===== src/rtl/repeating_key_cipher_stream_if.sv =====
// repeating_key_cipher_stream_if: valid/ready symbol stream with end-of-message marker
interface repeating_key_cipher_stream_if #(parameter int DATA_W = 8);
  logic              valid;
  logic              ready;
  logic [DATA_W-1:0] data;
  logic              last;
  modport master(output valid, data, last, input ready);
  modport slave(input valid, data, last, output ready);
endinterface


===== src/rtl/repeating_key_cipher_stream.sv =====
// repeating_key_cipher_stream: streaming add/sub/xor cipher against a programmable repeating key
module repeating_key_cipher_stream #(
  parameter int DATA_W    = 8,
  parameter int KEY_MAX   = 16,
  parameter int KEY_IDX_W = $clog2(KEY_MAX)
) (
  input  logic                 clk,
  input  logic                 rst,
  input  logic                 key_wr_en,
  input  logic [KEY_IDX_W-1:0] key_wr_idx,
  input  logic [DATA_W-1:0]    key_wr_data,
  input  logic [KEY_IDX_W:0]   key_len,
  input  logic [1:0]           mode,
  input  logic                 start,
  repeating_key_cipher_stream_if.slave  s_in,
  repeating_key_cipher_stream_if.master m_out,
  output logic                 busy,
  output logic                 err
);
  typedef enum logic [1:0] {IDLE, RUN, FLUSH} state_t;
  state_t               r_state;
  logic [DATA_W-1:0]    r_key [KEY_MAX];
  logic [KEY_IDX_W-1:0] r_idx;
  logic [KEY_IDX_W:0]   r_len;
  logic [1:0]           r_mode;
  logic [DATA_W-1:0]    r_out_data;
  logic                 r_out_valid;
  logic                 r_out_last;
  logic                 r_err;
  logic                 w_cfg_ok;
  logic                 w_in_hs;
  logic                 w_out_hs;
  logic [KEY_IDX_W-1:0] w_idx_max;
  logic [DATA_W-1:0]    w_key;
  logic [DATA_W-1:0]    w_res;
  assign w_cfg_ok  = key_len != '0 && key_len <= (KEY_IDX_W+1)'(KEY_MAX) && mode != 2'b11;
  assign w_in_hs   = s_in.valid && s_in.ready;
  assign w_out_hs  = r_out_valid && m_out.ready;
  assign w_idx_max = KEY_IDX_W'(r_len - 1'b1);
  assign w_key     = r_key[r_idx];
  assign s_in.ready  = r_state == RUN && (!r_out_valid || m_out.ready);
  assign m_out.valid = r_out_valid;
  assign m_out.data  = r_out_data;
  assign m_out.last  = r_out_last;
  assign busy        = r_state != IDLE;
  assign err         = r_err;
  always_comb begin
    w_res = r_mode == 2'b00 ? s_in.data + w_key :
            r_mode == 2'b01 ? s_in.data - w_key : s_in.data ^ w_key;
  end
  // Key is frozen for the whole message, so writes only land while idle
  always_ff @(posedge clk) begin
    if (key_wr_en && r_state == IDLE) r_key[key_wr_idx] <= key_wr_data;
  end
  always_ff @(posedge clk) begin
    if (rst) begin
      r_state     <= IDLE;
      r_idx       <= '0;
      r_len       <= '0;
      r_mode      <= '0;
      r_out_data  <= '0;
      r_out_valid <= 1'b0;
      r_out_last  <= 1'b0;
      r_err       <= 1'b0;
    end else begin
      if (w_in_hs) begin
        r_out_data  <= w_res;
        r_out_valid <= 1'b1;
        r_out_last  <= s_in.last;
        r_idx       <= (s_in.last || r_idx == w_idx_max) ? '0 : r_idx + 1'b1;
      end else if (w_out_hs) begin
        r_out_valid <= 1'b0;
        r_out_last  <= 1'b0;
      end
      case (r_state)
        IDLE: if (start) begin
          if (w_cfg_ok) begin
            r_len   <= key_len;
            r_mode  <= mode;
            r_idx   <= '0;
            r_err   <= 1'b0;
            r_state <= RUN;
          end else r_err <= 1'b1;
        end
        RUN:   if (w_in_hs && s_in.last) r_state <= FLUSH;
        FLUSH: if (w_out_hs && r_out_last) r_state <= IDLE;
        default: r_state <= IDLE;
      endcase
    end
  end
endmodule


===== src/flat_wrapper.sv =====
// flat-port wrapper written by rule: the top's interface ports become plain ports
module repeating_key_cipher_stream_flat 
#(
  parameter int DATA_W    = 8,
  parameter int KEY_MAX   = 16,
  parameter int KEY_IDX_W = $clog2(KEY_MAX)
)
  (clk, rst, key_wr_en, key_wr_idx, key_wr_data, key_len, mode, start, busy, err, s_in_valid, s_in_data, s_in_last, s_in_ready, m_out_valid, m_out_data, m_out_last, m_out_ready);
  repeating_key_cipher_stream_if #(.DATA_W(DATA_W)) s_in_i ();
  repeating_key_cipher_stream_if #(.DATA_W(DATA_W)) m_out_i ();
  input  logic clk;
  input  logic rst;
  input  logic key_wr_en;
  input  logic [KEY_IDX_W-1:0] key_wr_idx;
  input  logic [DATA_W-1:0] key_wr_data;
  input  logic [KEY_IDX_W:0] key_len;
  input  logic [1:0] mode;
  input  logic start;
  output logic busy;
  output logic err;
  input wire logic [$bits(s_in_i.valid)-1:0] s_in_valid;
  input wire logic [$bits(s_in_i.data)-1:0] s_in_data;
  input wire logic [$bits(s_in_i.last)-1:0] s_in_last;
  output wire logic [$bits(s_in_i.ready)-1:0] s_in_ready;
  output wire logic [$bits(m_out_i.valid)-1:0] m_out_valid;
  output wire logic [$bits(m_out_i.data)-1:0] m_out_data;
  output wire logic [$bits(m_out_i.last)-1:0] m_out_last;
  input wire logic [$bits(m_out_i.ready)-1:0] m_out_ready;
  assign s_in_i.valid = s_in_valid;
  assign s_in_i.data = s_in_data;
  assign s_in_i.last = s_in_last;
  assign s_in_ready = s_in_i.ready;
  assign m_out_valid = m_out_i.valid;
  assign m_out_data = m_out_i.data;
  assign m_out_last = m_out_i.last;
  assign m_out_i.ready = m_out_ready;
  repeating_key_cipher_stream #(.DATA_W(DATA_W), .KEY_MAX(KEY_MAX), .KEY_IDX_W(KEY_IDX_W)) u_core (.clk(clk), .rst(rst), .key_wr_en(key_wr_en), .key_wr_idx(key_wr_idx), .key_wr_data(key_wr_data), .key_len(key_len), .mode(mode), .start(start), .s_in(s_in_i), .m_out(m_out_i), .busy(busy), .err(err));
endmodule

===== config.mk =====
export PLATFORM = sky130hd
export DESIGN_NAME = repeating_key_cipher_stream_flat
export DESIGN_NICKNAME = d
export VERILOG_FILES = /design/src/rtl/repeating_key_cipher_stream_if.sv /design/src/rtl/repeating_key_cipher_stream.sv /design/src/flat_wrapper.sv
export SDC_FILE = /design/constraint.sdc
export NUM_CORES = 1
export LEC_CHECK = 0
export BUFFER_PORTS_ARGS = -buffer_cell sky130_fd_sc_hd__buf_2
export CAP_MARGIN = 20
export CORE_MARGIN = 2
export CORE_UTILIZATION = 30
export CTS_CLUSTER_SIZE = 24
export DETAILED_ROUTE_END_ITERATION = 12
export HOLD_SLACK_MARGIN = 0.15
export SLEW_MARGIN = 10
export SYNTH_ARGS = -nofsm -noshare
export SYNTH_HDL_FRONTEND = slang
export SYNTH_SLANG_ARGS = --single-unit

===== constraint.sdc =====
create_clock -name clk -period 3.13 [get_ports clk]
set_input_delay 0 -clock clk [delete_from_list [all_inputs] [get_ports clk]]
set_output_delay 0 -clock clk [all_outputs]
set_load 0.02 [all_outputs]

==> reports/qor.csv <==
metric;value;unit
grt_pass1_vias;4114;
die_w;153.3;um
io_pins;47;
worst_clock_skew;0.01149;ns
initial_core_util;0.3066;
post-dp-hpwl;9753;um
postLayoutSetupSlackWorst;-0.1010;ns
rows;54;
ctsLongestPathBuffers;2;
grt_overflow;0;
slew_violations;0;
grt_pass1_wl;22780;um
fin_crit;3.231;ns
avgSynthCellArea;16.08;um^2
criticalPathCategory;flip-flop to flip-flop;
drv_cap;0;
fp.dieH;153.3;um
ys_seq_elements;151;
slew-limit-headroom;0.4684;
start_kind;flip-flop;
synthFlopType;edfxtp_1;
failed_checks;negative setup slack;
tightest_slew;0.7969;ns
yosysMostFrequentCell;edfxtp_1;
leakage;3.023;nW
syn_area;6690;um^2
ir_worst_vdd;259.1;uV
hold_viol_final;0;
yosys_warnings;0;
cts_sinks;151;
synthCells;416;
utilization;0.3949;
core_area;21820;um^2
fp.dieArea;23510;um^2
portBuffers;46;
synth-edff-count;128;
crit_path_end_kind;flip-flop;
multiInputGateArea;2267;um^2
grt_use_total;0.1295;
ys_top_cells_by_count;edfxtp_1, nand2_1, nor2_1, a21oi_1, dfxtp_1;
place_inst;763;
rsz0062_at_grt;true;
layout-drive-gt1-share;0.3226;
globalplace.congestion;0.7874;
synth_area_leaders;edfxtp_1, mux4_2, dfxtp_1, mux4_1, ha_1;
first_pass_iters;4;
fin_crit_sh;1.032;
ys_seq_area_frac;0.6434;
setup_viol;2;
hp-class;input port to flip-flop;
async_reset_ff_frac;0;
clock_tree.root_cell;clkbuf_16;
vias_per_cell;4.839;
critPathRequiredTime;3.44;ns
num_vias;4055;
fillerInstances;1993;
antenna_found_initial;0;
diodes;0;
yosysTopAreaCellShare;0.5745;
synth_top_area_cell;edfxtp_1;
wl;15010;um
cp.arrival;3.54;ns
powerDensity;542.6;nW/um^2
synthesis.nets;470;
cp_max_fo;7;
fin_nets;599;
cts-htree-levels;4;
status;finished with violations;
synth.distinct_cells;54;
clk_latency;0.42;ns
layout.cells.non_filler;838;
areaGrowthSynthToFinish;28.82;%
post_drt_wl_per_cell;17.91;um
max_freq;309.5;MHz
drtAntennaViolNets;0;
drt-initial-drc-count;243;
numCtsBuffers;17;
clk_pin_slew_worst_paths;0.06;ns
ff_latch_area;4308;um^2
drc;0;
cts_tree;built;
grt_max_degree;23;
-- worst paths after layout --
kind	start	end	slack [ns]	cells after the start
max	u_core.r_idx[0]$_SDFF_PP0_	u_core.m_out.data[6]$_SDFFE_PP0P_	-0.10	12
min	s_in_data[5]	u_core.m_out.data[5]$_SDFFE_PP0P_	0.17	5
max reg2reg	u_core.r_idx[0]$_SDFF_PP0_	u_core.m_out.data[6]$_SDFFE_PP0P_	-0.10	12
min reg2reg	u_core.m_out.data[2]$_SDFFE_PP0P_	u_core.m_out.data[2]$_SDFFE_PP0P_	0.45	2
-- logic make-up (layout without fill, tap and decap cells) --
group | count (synthesis) | after routing | share of synthesized area
compound gates | 56 | 56 | 0.05723
flops | 151 | 151 | 0.6434
buf+inv | 37 | 179 | 0.03217
simple gates | 96 | 96 | 0.06864
fa+ha+maj | 20 | 20 | 0.03965
mux | 40 | 40 | 0.1380
xor+xnor | 16 | 16 | 0.02095
-- stage by stage --
step / setup TNS [ns] / total power, W / worst slack (ns) / hold WS (ns) / instance area [um^2]
detailed placement: -0.7262 / 0.002593 / -0.2021 / 0.2595 / 7487
finish: -0.1660 / 0.004676 / -0.1010 / 0.1681 / 8618
CTS: -0.1802 / 0.004696 / -0.09729 / 0.1671 / 8582
floorplan: -0.01865 / 0.002464 / -0.01865 / 0.09887 / 6714
global route: -0.6731 / 0.004838 / -0.2569 / 0.1809 / 8618
global placement: -0.4266 / 0.002583 / -0.1314 / 0.2647 / 7487
-- power by group --
part | switching, W | leakage (nW) | internal, W | total (W)
clock | 0.000794 | 0.292 | 0.00127 | 0.00206
sequential | 0.0000181 | 1.34 | 0.00221 | 0.00223
combinational | 0.000201 | 1.39 | 0.000185 | 0.000385
-- layer usage --
layer  vias up  share of wire  track usage  wire length (um)
li1       1879              -            -                 -
met1      2050           0.46       0.1732              6951
met2       107           0.48       0.2075              7157
met3        19          0.047      0.03261               709
met4         0          0.012      0.04238               187
met5         -              0            0                 0
-- sequential cells by signal, summed over array words and instances (netlist names), 2 cells and up --
name,cells
u_core.m_out.data,8
u_core.r_idx,4
u_core.r_key,128
u_core.r_len,4
u_core.r_mode,2
u_core.r_state,2
-- worst max-delay path, cell delays in order, from the launching register on --
cell       delay (ns)
dfxtp_4          0.41
buf_12           0.14
mux4_2           0.49
mux4_2           0.56
ha_2             0.21
inv_1            0.07
fa_2             0.21
o21bai_1         0.08
a21oi_2          0.18
o41ai_1          0.09
a2111oi_0        0.36
a21oi_1          0.09
o31a_1           0.24
-- what timing repair did --
| action | 4_1_cts | 5_1_grt |
|---|---|---|
| resized for setup | 20 | 11 |
| setup buffers | 4 | 0 |
| endpoints found under the hold margin | 167 | 0 |
| cloned | 1 | 0 |
| hold buffers | 38 | 0 |
| setup endpoints to repair | 5 | 5 |
| pin swaps | 4 | 7 |
-- area by class of cell --
type,count,share of cell area
inverters,21,0.009437
multi-input cells,228,0.2631
clock inverters,13,0.01974
clock buffers,19,0.05023
repair buffers,126,0.1170
well taps,280,0.04065
flip-flops and latches,151,0.4999
-- layout by cell type (no fill, tap or decap), types with 3 or more instances in the layout --
master,instances
xnor2_1,9
ha_1,12
nor2_1,30
ha_4,4
o31ai_2,3
bufinv_16,3
buf_12,5
dfxtp_1,22
mux4_1,9
a21oi_1,22
nor2b_1,3
edfxtp_1,128
buf_4,36
mux4_2,28
nor3_1,8
nand2_1,30
buf_2,46
inv_2,6
clkbuf_16,17
nand3b_1,4
inv_1,14
dlygate4sd3_1,38
a211oi_1,3
nand2b_1,4
mux2i_1,3
xor2_1,7
Power figures use the tool's default switching activity.
